<file path="src/rtl/drum_event_spi_tx_if.sv">
// Drum event / SPI slave bundle: upstream trigger inputs, MCU SPI pins and status flags.
// The master side drives triggers and the SPI clock/select; the slave side answers on MISO.
interface drum_event_spi_tx_if;
   logic       drum_trigger_valid;
   logic [3:0] drum_code;
   logic       drum_hand;
   logic       spi_sclk;
   logic       spi_cs_n;
   logic       spi_miso;
   logic       event_pending;
   logic       overflow_sticky;

   modport master (
      output drum_trigger_valid, drum_code, drum_hand, spi_sclk, spi_cs_n,
      input  spi_miso, event_pending, overflow_sticky
   );

   modport slave (
      input  drum_trigger_valid, drum_code, drum_hand, spi_sclk, spi_cs_n,
      output spi_miso, event_pending, overflow_sticky
   );
endinterface

</file>
<file path="src/rtl/drum_event_spi_tx.sv">
// Queues drum trigger events in a small FIFO and serves one event per SPI mode-0 read.
// The byte is snapshotted at CS fall; it is popped only when a full 8-bit read completes.
module drum_event_spi_tx #(
   parameter int DEPTH = 8
) (
   input logic                clk,
   input logic                rst_n,
   drum_event_spi_tx_if.slave bus
);
   localparam int AW = $clog2(DEPTH);

   typedef enum logic [1:0] {
      ST_IDLE  = 2'd0,
      ST_LOAD  = 2'd1,
      ST_SHIFT = 2'd2
   } state_t;

   logic          valid_d_r;
   logic [4:0]    mem_r [DEPTH];
   logic [AW:0]   wr_ptr_r, rd_ptr_r, wr_ptr_nxt_s, rd_ptr_nxt_s;
   logic [4:0]    head_s;
   logic          full_s, empty_s, push_s, pop_s, push_ok_s, drop_s, commit_s;
   logic [2:0]    sclk_sync_r, cs_sync_r;
   logic          sclk_rise_s, sclk_fall_s, cs_fall_s, cs_rise_s;
   state_t        state_r, state_nxt_s;
   logic [7:0]    shift_r, shift_nxt_s;
   logic [3:0]    bit_cnt_r, bit_cnt_nxt_s;
   logic          valid_snap_r, ovf_snap_r, ovf_r, pending_r, miso_r;

   assign push_s    = bus.drum_trigger_valid && !valid_d_r;
   assign empty_s   = (wr_ptr_r == rd_ptr_r);
   assign full_s    = (wr_ptr_r[AW] != rd_ptr_r[AW]) && (wr_ptr_r[AW-1:0] == rd_ptr_r[AW-1:0]);
   assign head_s    = mem_r[rd_ptr_r[AW-1:0]];
   assign commit_s  = (state_r == ST_SHIFT) && cs_rise_s && (bit_cnt_r == 4'd8);
   assign pop_s     = commit_s && valid_snap_r;
   // A pop on the same cycle frees a slot, so a push into a full FIFO is still accepted.
   assign push_ok_s = push_s && (!full_s || pop_s);
   assign drop_s    = push_s && full_s && !pop_s;

   assign wr_ptr_nxt_s = push_ok_s ? (wr_ptr_r + {{AW{1'b0}}, 1'b1}) : wr_ptr_r;
   assign rd_ptr_nxt_s = pop_s     ? (rd_ptr_r + {{AW{1'b0}}, 1'b1}) : rd_ptr_r;

   assign sclk_rise_s =  sclk_sync_r[1] && !sclk_sync_r[2];
   assign sclk_fall_s = !sclk_sync_r[1] &&  sclk_sync_r[2];
   assign cs_rise_s   =  cs_sync_r[1]   && !cs_sync_r[2];
   assign cs_fall_s   = !cs_sync_r[1]   &&  cs_sync_r[2];

   // Trigger edge register, SPI pin synchronizers and FIFO pointers.
   always_ff @(posedge clk or negedge rst_n) begin
      if (!rst_n) begin
         valid_d_r   <= 1'b0;
         sclk_sync_r <= 3'b000;
         cs_sync_r   <= 3'b111;
         wr_ptr_r    <= '0;
         rd_ptr_r    <= '0;
      end else begin
         valid_d_r   <= bus.drum_trigger_valid;
         sclk_sync_r <= {sclk_sync_r[1:0], bus.spi_sclk};
         cs_sync_r   <= {cs_sync_r[1:0], bus.spi_cs_n};
         wr_ptr_r    <= wr_ptr_nxt_s;
         rd_ptr_r    <= rd_ptr_nxt_s;
      end
   end

   // FIFO storage.
   always_ff @(posedge clk or negedge rst_n) begin
      if (!rst_n) begin
         for (int i = 0; i < DEPTH; i++) begin
            mem_r[i] <= 5'd0;
         end
      end else if (push_ok_s) begin
         mem_r[wr_ptr_r[AW-1:0]] <= {bus.drum_hand, bus.drum_code};
      end
   end

   // SPI next-state, bit counter and shift register.
   always_comb begin
      state_nxt_s   = state_r;
      shift_nxt_s   = shift_r;
      bit_cnt_nxt_s = bit_cnt_r;
      case (state_r)
         ST_IDLE: begin
            bit_cnt_nxt_s = 4'd0;
            if (cs_fall_s) begin
               state_nxt_s = ST_LOAD;
            end else begin
               state_nxt_s = ST_IDLE;
            end
         end
         ST_LOAD: begin
            bit_cnt_nxt_s = 4'd0;
            state_nxt_s   = ST_SHIFT;
            if (empty_s) begin
               shift_nxt_s = {2'b00, ovf_r, 5'b00000};
            end else begin
               shift_nxt_s = {1'b1, head_s[4], ovf_r, 1'b0, head_s[3:0]};
            end
         end
         ST_SHIFT: begin
            if (cs_rise_s) begin
               state_nxt_s = ST_IDLE;
            end else begin
               state_nxt_s = ST_SHIFT;
               if (sclk_rise_s && (bit_cnt_r != 4'd8)) begin
                  bit_cnt_nxt_s = bit_cnt_r + 4'd1;
               end else begin
                  bit_cnt_nxt_s = bit_cnt_r;
               end
               if (sclk_fall_s) begin
                  shift_nxt_s = {shift_r[6:0], 1'b0};
               end else begin
                  shift_nxt_s = shift_r;
               end
            end
         end
         default: begin
            state_nxt_s   = ST_IDLE;
            bit_cnt_nxt_s = 4'd0;
         end
      endcase
   end

   // SPI state, snapshots and registered outputs; MISO follows the next shift value to save a cycle.
   always_ff @(posedge clk or negedge rst_n) begin
      if (!rst_n) begin
         state_r      <= ST_IDLE;
         shift_r      <= 8'd0;
         bit_cnt_r    <= 4'd0;
         valid_snap_r <= 1'b0;
         ovf_snap_r   <= 1'b0;
         ovf_r        <= 1'b0;
         pending_r    <= 1'b0;
         miso_r       <= 1'b0;
      end else begin
         state_r   <= state_nxt_s;
         shift_r   <= shift_nxt_s;
         bit_cnt_r <= bit_cnt_nxt_s;
         if (state_r == ST_LOAD) begin
            valid_snap_r <= !empty_s;
            ovf_snap_r   <= ovf_r;
         end
         if (drop_s) begin
            ovf_r <= 1'b1;
         end else if (commit_s && ovf_snap_r) begin
            ovf_r <= 1'b0;
         end
         pending_r <= (wr_ptr_nxt_s != rd_ptr_nxt_s);
         miso_r    <= (state_nxt_s == ST_SHIFT) ? shift_nxt_s[7] : 1'b0;
      end
   end

   assign bus.spi_miso        = miso_r;
   assign bus.event_pending   = pending_r;
   assign bus.overflow_sticky = ovf_r;
endmodule

</file>
<file path="src/flat_wrapper.sv">
// flat-port wrapper written by rule: the top's interface ports become plain ports
module drum_event_spi_tx_flat 
#(
   parameter int DEPTH = 8
)
  (clk, rst_n, bus_drum_trigger_valid, bus_drum_code, bus_drum_hand, bus_spi_sclk, bus_spi_cs_n, bus_spi_miso, bus_event_pending, bus_overflow_sticky);
  drum_event_spi_tx_if bus_i ();
  input logic clk;
  input logic rst_n;
  input wire logic [$bits(bus_i.drum_trigger_valid)-1:0] bus_drum_trigger_valid;
  input wire logic [$bits(bus_i.drum_code)-1:0] bus_drum_code;
  input wire logic [$bits(bus_i.drum_hand)-1:0] bus_drum_hand;
  input wire logic [$bits(bus_i.spi_sclk)-1:0] bus_spi_sclk;
  input wire logic [$bits(bus_i.spi_cs_n)-1:0] bus_spi_cs_n;
  output wire logic [$bits(bus_i.spi_miso)-1:0] bus_spi_miso;
  output wire logic [$bits(bus_i.event_pending)-1:0] bus_event_pending;
  output wire logic [$bits(bus_i.overflow_sticky)-1:0] bus_overflow_sticky;
  assign bus_i.drum_trigger_valid = bus_drum_trigger_valid;
  assign bus_i.drum_code = bus_drum_code;
  assign bus_i.drum_hand = bus_drum_hand;
  assign bus_i.spi_sclk = bus_spi_sclk;
  assign bus_i.spi_cs_n = bus_spi_cs_n;
  assign bus_spi_miso = bus_i.spi_miso;
  assign bus_event_pending = bus_i.event_pending;
  assign bus_overflow_sticky = bus_i.overflow_sticky;
  drum_event_spi_tx #(.DEPTH(DEPTH)) u_core (.clk(clk), .rst_n(rst_n), .bus(bus_i));
endmodule
</file>
<file path="config.mk">
export PLATFORM = sky130hd
export DESIGN_NAME = drum_event_spi_tx_flat
export DESIGN_NICKNAME = d
export VERILOG_FILES = /design/src/rtl/drum_event_spi_tx_if.sv /design/src/rtl/drum_event_spi_tx.sv /design/src/flat_wrapper.sv
export SDC_FILE = /design/constraint.sdc
export NUM_CORES = 1
export LEC_CHECK = 0
export CAP_MARGIN = 25
export CORE_UTILIZATION = 46
export DETAILED_ROUTE_END_ITERATION = 10
export GPL_ROUTABILITY_DRIVEN = 0
export RECOVER_POWER = 100
export SYNTH_ARGS = -nofsm -noshare
export SYNTH_HDL_FRONTEND = slang
export SYNTH_SLANG_ARGS = --single-unit
</file>
<file path="constraint.sdc">
create_clock -name clk -period 6.85 [get_ports clk]
set_input_delay 0.685 -clock clk [delete_from_list [all_inputs] [get_ports clk]]
set_output_delay 0.685 -clock clk [all_outputs]
set_load 0.02 [all_outputs]
</file>
=== Word-level counts from Yosys, hierarchy flattened ===
Cells that the tools add are included.

* Flip-flop bits (word level): 74
* Logic and storage cells: 92
* Input port bits: 10
* Output and inout bits: 3

* Add/sub/neg operators: 3
* Bitwise logic cells: 2
* Magnitude comparators: 3
* Equal/unequal tests: 12
* Reduce and logical (&&, ||, !) cells: 29
* Muxes and demuxes: 21

{| class="wikitable"
|+ Operators by type and width
! cell !! count
|-
| bitwise mux 40 bit || 1
|-
| 2-to-1 mux 8 bit || 3
|-
| 2-to-1 mux 4 bit || 5
|-
| case mux 8 bit (2 select lines) || 1
|-
| binary-select mux 5 bit (select 3 bit) || 1
|-
| demux 5 bit (select 3 bit) || 1
|-
| logical AND 1 bit || 15
|-
| 2-to-1 mux 5 bit || 3
|-
| adder 4 x 1 -> 4 bit (second input constant) || 3
|-
| greater-or-equal comparator 4 bit (second input constant) || 2
|-
| zero test 1 bit || 8
|-
| inverter 3 -> 4 bit || 2
|-
| case mux 2 bit (3 select lines) || 1
|-
| == test 2 bit (second input constant) || 2
|-
| == test 4 bit || 1
|-
| == test 4 bit (second input constant) || 1
|-
| less-than comparator 4 x 1 -> 1 bit (second input constant) || 1
|-
| 2-to-1 mux 1 bit || 4
|-
| != test 2 bit (second input constant) || 2
|-
| != test 4 bit || 1
|-
| != test 4 bit (second input constant) || 1
|-
| nonzero test 2 bit || 2
|-
| == test 3 bit || 1
|-
| AND reduction 3 bit || 1
|-
| other kinds (7) || 7
|}

=== Depth between registers and ports, before layout ===
* Word-level depth: 9
* Gate-level depth with buffers: 9
* Mapped depth without buffers: 7

=== Worst setup path before layout ===
No wires, ideal clock.

* Kind: flip-flop to flip-flop
* From: reg u_core.bit_cnt_r[0]
* To: reg u_core.pending_r (netlist: u_core.bus.event_pending)
* Cell stages (with the launch flop): 10
* Library setup time: 0.124 ns
* Data arrival time: 2.127 ns
* Required time: 6.726 ns
* Slack: 4.599 ns
* Buffers on the path: 2
* Period minus slack after synthesis: 2.251 ns
* Path through: dfrtp_1 inv_1 ha_1 and3b_1 buf_2 nand2_1 a21bo_1 buf_6 or4_1 a211o_1

* Cells in the longest elaborated chain, start to end: 7
* Elaborated cells on any way between the ends: 8
* Classes of those cells: eq/ne: 2; mux: 2; reduce/logical: 4

{| class="wikitable"
|+ Ends and longest elaborated chain
! item !! RTL line !! RTL
|-
| from (decl) || drum_event_spi_tx.sv:27 || <nowiki>logic [3:0] bit_cnt_r, bit_cnt_nxt_s;</nowiki>
|-
| from (signal assigned) || drum_event_spi_tx.sv:137 || <nowiki>bit_cnt_r <= bit_cnt_nxt_s;</nowiki>
|-
| == test 4 bit (*) || drum_event_spi_tx.sv:34 || <nowiki>assign commit_s = (state_r == ST_SHIFT) && cs_rise_s && (bit_cnt_r == 4'd8);</nowiki>
|-
| logical AND 1 bit (*) || drum_event_spi_tx.sv:34 ||
|-
| logical AND 1 bit (*) || drum_event_spi_tx.sv:35 || <nowiki>assign pop_s = commit_s && valid_snap_r;</nowiki>
|-
| logical OR 1 bit || drum_event_spi_tx.sv:37 || <nowiki>assign push_ok_s = push_s && (!full_s || pop_s);</nowiki>
|-
| logical AND 1 bit || drum_event_spi_tx.sv:37 ||
|-
| 2-to-1 mux 4 bit || drum_event_spi_tx.sv:40 || <nowiki>assign wr_ptr_nxt_s = push_ok_s ? (wr_ptr_r + {{AW{1'b0}}, 1'b1}) : wr_ptr_r;</nowiki>
|-
| != test 4 bit (*) || drum_event_spi_tx.sv:147 || <nowiki>pending_r <= (wr_ptr_nxt_s != rd_ptr_nxt_s);</nowiki>
|-
| to (signal assigned) || drum_event_spi_tx.sv:147 ||
|-
| to (decl) || drum_event_spi_tx.sv:28 || <nowiki>logic valid_snap_r, ovf_snap_r, ovf_r, pending_r, miso_r;</nowiki>
|}

Every way passes the cells marked *; elsewhere a longest branch is shown, timed or not.
A chain may end at the register's enable or synchronous reset.

==> impl_metrics.prom <==
# TYPE chip_impl_metric gauge
chip_impl_metric{name="clock_path_buffers",unit=""} 2
chip_impl_metric{name="grt.total_usage",unit="%"} 18.7
chip_impl_metric{name="worstPathBufferInverterCount",unit=""} 2
chip_impl_info{name="worstSetupPathType",value="in -> async"} 1
chip_impl_metric{name="layout.core_utilization",unit="%"} 51.4
chip_impl_metric{name="filler_cell_count",unit=""} 685
chip_impl_metric{name="io_buffers",unit=""} 12
chip_impl_metric{name="cts_buffers",unit=""} 9
chip_impl_info{name="setup.worst_path.start_class",value="primary input"} 1
chip_impl_metric{name="die_area",unit="mm^2"} 0.00825
chip_impl_info{name="yosys_most_used_dff",value="sky130_fd_sc_hd__dfrtp_1"} 1
chip_impl_metric{name="drt-vias-per-instance",unit=""} 5.57
chip_impl_metric{name="grt_pass1_wl",unit="um"} 11600
chip_impl_metric{name="holdWs",unit="ns"} 0.351
chip_impl_metric{name="yosys_warnings",unit=""} 0
chip_impl_metric{name="syn_to_final_growth",unit="%"} 8.93
chip_impl_info{name="worstHoldStart",value="u_core.sclk_sync_r[0]"} 1
chip_impl_metric{name="postCtsResizedCells",unit=""} 0
chip_impl_info{name="critPathTopFamily",value="buffers and inverters"} 1
chip_impl_info{name="outcome",value="complete, but fails checks"} 1
chip_impl_info{name="cp_endpoint_kind",value="async pin"} 1
chip_impl_metric{name="pin_count_of_the_biggest_net_entering_global_routing",unit=""} 75
chip_impl_metric{name="gr-total-overflow",unit=""} 0
chip_impl_metric{name="io_pins",unit=""} 13
chip_impl_metric{name="route.detailed.wl_per_inst",unit="um"} 17.6
chip_impl_metric{name="synth_edf_count",unit=""} 0
chip_impl_metric{name="slew_headroom",unit="%"} -158
chip_impl_metric{name="post_dp_area",unit="mm^2"} 0.00381
chip_impl_metric{name="finalMaxSlewViolations",unit=""} 75
chip_impl_metric{name="fp.dieW",unit="um"} 90.8
chip_impl_metric{name="worstSetupPathDepth",unit=""} 2
chip_impl_metric{name="hpwl",unit="um"} 4680
chip_impl_metric{name="power.ir.vdd_worst",unit="V"} 0.000200
chip_impl_info{name="crit_path_cell_trace",value="clkbuf_4 > clkbuf_1"} 1
chip_impl_metric{name="ys_seq_elements",unit=""} 74
chip_impl_info{name="reg2reg_to",value="u_core.mem_r[27]"} 1
chip_impl_metric{name="period_needed",unit="ns"} 4.00
chip_impl_metric{name="synth_area",unit="mm^2"} 0.00363
chip_impl_metric{name="inserted_diodes",unit=""} 0
chip_impl_metric{name="finalSetupTns",unit="ns"} 0
chip_impl_metric{name="drt-total-wl",unit="um"} 6910
chip_impl_metric{name="dr.pass1.iters",unit=""} 4
chip_impl_info{name="hold-path-endpoint",value="u_core.sclk_sync_r[1]"} 1
chip_impl_metric{name="layout_worst_path_cycle_share",unit="%"} 58.4
chip_impl_metric{name="worstRegToRegCells",unit=""} 7
chip_impl_metric{name="fmaxAchievable",unit="MHz"} 250
chip_impl_metric{name="cts_post_setup_buffers_inserted",unit=""} 0
chip_impl_info{name="rsz0062_at_grt",value="false"} 1
chip_impl_metric{name="maxCapViolations",unit=""} 1
chip_impl_info{name="startpoint",value="rst_n"} 1
chip_impl_metric{name="clkLatencyLatePin",unit="ns"} 0.34
chip_impl_metric{name="syn-mean-instance-area",unit="um^2"} 13.2
chip_impl_metric{name="fin_nets",unit=""} 303
chip_impl_metric{name="final_layout_size_suffix_gt1_share",unit="%"} 23.4
chip_impl_metric{name="finalHoldViolations",unit=""} 0
chip_impl_metric{name="crit_path_max_incr_delay",unit="ns"} 2.69
chip_impl_info{name="tritoncts",value="built"} 1
chip_impl_metric{name="max_slew.worst_pin.slew",unit="ns"} 3.86
chip_impl_metric{name="initial_antenna_violation_count",unit=""} 0
chip_impl_info{name="worst_hold_path_type",value="reg -> reg"} 1
chip_impl_metric{name="timing.clock.skew",unit="ns"} 0.00705
chip_impl_metric{name="data_arrival_time_of_the_worst_path",unit="ns"} 3.56
chip_impl_info{name="clock-root-buffer",value="sky130_fd_sc_hd__clkbuf_8"} 1
chip_impl_metric{name="drtAntennaViolNets",unit=""} 0
chip_impl_metric{name="synth_cells",unit=""} 274
chip_impl_metric{name="ys_types",unit=""} 51
chip_impl_info{name="r2r-start",value="u_core.state_r[0]"} 1
chip_impl_metric{name="coreArea",unit="mm^2"} 0.00769
chip_impl_metric{name="rows",unit=""} 32
chip_impl_info{name="crit_slowest_cell",value="sky130_fd_sc_hd__clkbuf_1"} 1
chip_impl_metric{name="ctsHtreeMaxLevel",unit=""} 3
chip_impl_metric{name="worst_hold_path.num_cells",unit=""} 0
chip_impl_metric{name="async_reset_ff_share",unit="%"} 100
chip_impl_metric{name="initial_core_util",unit="%"} 47.2
chip_impl_metric{name="die_h",unit="um"} 90.8
chip_impl_metric{name="finalSetupViolations",unit=""} 0
chip_impl_metric{name="clock_sink_count",unit=""} 74
chip_impl_metric{name="power.density",unit="mW/mm^2"} 366
chip_impl_metric{name="drt_first_iter_violations",unit=""} 94
chip_impl_metric{name="worst-endpoint-required",unit="ns"} 6.41
chip_impl_metric{name="crit_path_max_fanout",unit=""} 74
chip_impl_info{name="violations",value="capacitance limit, slew limit"} 1
chip_impl_metric{name="detailroute.via_count",unit=""} 2182
chip_impl_metric{name="clkSlewWorstSetupHoldPaths",unit="ns"} 0.07
chip_impl_metric{name="p_leak",unit="uW"} 0.00168
chip_impl_metric{name="yosysSeqAreaShare",unit="%"} 51.1
chip_impl_metric{name="final_design_area_no_fill",unit="mm^2"} 0.00395
chip_impl_metric{name="reg_to_reg_slack_setup",unit="ns"} 3.23
chip_impl_metric{name="route.detailed.drc",unit=""} 0
chip_impl_metric{name="cts-hold-fix-buffers",unit=""} 0
chip_impl_metric{name="number_of_global_route_vias_before_repair",unit=""} 2272
chip_impl_metric{name="synth_nets",unit=""} 292
-- cells in the mapped netlist (all sizes together), types with 2 or more instances --
master,instances,share of area [%]
clkbuf,6,0.62
dfrtp,71,49
nor2b,5,0.86
inv,8,0.83
nor4b,3,1.6
nand4,3,0.52
nor3,6,1.1
nand2b,3,0.52
a21boi,2,0.41
mux4,10,6.2
o21ai,10,1.4
dfstp,3,2.2
a211o,2,0.48
ha,8,2.8
a32o,2,0.55
nand2,17,1.8
a21oi,4,0.65
xor3,3,2.0
and2,2,0.34
nand3,9,1.2
nand4b,2,0.48
and3,3,0.52
mux2,41,13
o22ai,2,0.34
buf,7,1.1
xnor2,9,2.2
nor2,4,0.41
mux2i,6,1.7
and3b,2,0.48
xor2,5,1.2
-- metrics by stage --
stage | setup WS, ns | power, uW | instances
2_1_floorplan | 4.60 | 1040 | 274
3_3_place_gp | 3.81 | 1140 | 375
3_5_place_dp | 3.75 | 1150 | 375
4_1_cts | 3.71 | 1490 | 391
5_1_grt | 2.03 | 1540 | 392
6_report | 2.85 | 1450 | 392
-- state kept, by name, indices dropped and copies added, names as in the netlist, 2 cells and up --
signal              cells
u_core.bit_cnt_r        4
u_core.cs_sync_r        3
u_core.mem_r           40
u_core.rd_ptr_r         4
u_core.sclk_sync_r      3
u_core.shift_r          8
u_core.state_r          2
u_core.wr_ptr_r         4
-- how the worst max path moves through the flow --
stage          slack [ns]                         end
2_1_floorplan        4.60    u_core.bus.event_pending
3_3_place_gp         3.81            u_core.mem_r[15]
3_5_place_dp         3.75             u_core.mem_r[5]
4_1_cts              3.71             u_core.mem_r[5]
5_1_grt              2.03          u_core.rd_ptr_r[1]
6_report             2.85  u_core.bus.overflow_sticky
-- layout make-up --
cell class | count | area (um^2) | area share (%)
Sequential cell | 74 | 1860 | 46.9
Tap cell | 102 | 128 | 3.23
Inverter | 8 | 30.0 | 0.759
Multi-Input combinational cell | 179 | 1620 | 41.1
Clock inverter | 5 | 53.8 | 1.36
Timing Repair Buffer | 13 | 121 | 3.07
Clock buffer | 11 | 141 | 3.58
-- layout by cell type, fill, tap and decap left out, types with 3 or more instances in the layout --
cell,synthesis,final
sky130_fd_sc_hd__xor3_1,3,3
sky130_fd_sc_hd__mux2i_1,6,6
sky130_fd_sc_hd__dlygate4sd3_1,0,6
sky130_fd_sc_hd__clkinv_2,0,3
sky130_fd_sc_hd__nor4b_1,1,3
sky130_fd_sc_hd__and3_1,3,3
sky130_fd_sc_hd__dfrtp_1,71,71
sky130_fd_sc_hd__o21ai_0,10,10
sky130_fd_sc_hd__nand4_1,3,3
sky130_fd_sc_hd__nor2_1,4,4
sky130_fd_sc_hd__mux4_2,10,10
sky130_fd_sc_hd__nor2b_1,5,5
sky130_fd_sc_hd__nand3_1,9,9
sky130_fd_sc_hd__inv_1,8,8
sky130_fd_sc_hd__xor2_1,5,5
sky130_fd_sc_hd__ha_1,8,8
sky130_fd_sc_hd__clkdlybuf4s50_1,0,5
sky130_fd_sc_hd__xnor2_1,9,9
sky130_fd_sc_hd__nand2_1,17,17
sky130_fd_sc_hd__nor3_1,4,6
sky130_fd_sc_hd__clkbuf_8,0,10
sky130_fd_sc_hd__a21oi_1,3,4
sky130_fd_sc_hd__nand2b_1,3,3
sky130_fd_sc_hd__mux2_2,41,39
-- kinds of logic (layout without fill, tap and decap cells) --
kind of cell	count (synthesis)	in the layout	share of synthesized area [%]
flip-flops	74	74	51.1
XOR/XNOR	17	17	5.34
buffers and inverters	21	37	2.52
adder cells (fa/ha/maj)	8	8	2.76
multiplexers	57	57	20.6
AND/OR/NAND/NOR	66	66	11.8
AO/OA/AOI/OAI	31	31	5.93
-- where the power goes --
part | switching, uW | internal (uW) | total, uW
combinational | 163 | 241 | 404
clock | 157 | 177 | 334
sequential | 115 | 596 | 711
-- per-layer routing --
layer  track usage, %  vias up  wire length (um)  part of all wire (%)
li1                 -     1016                 -                     -
met1             24.2     1127              3180                    46
met2             30.1       31              3430                    50
met3             4.63        8               213                   3.1
met4             7.41        0                90                   1.3
met5                0        -                 0                     0
Power figures use the tool's default switching activity.
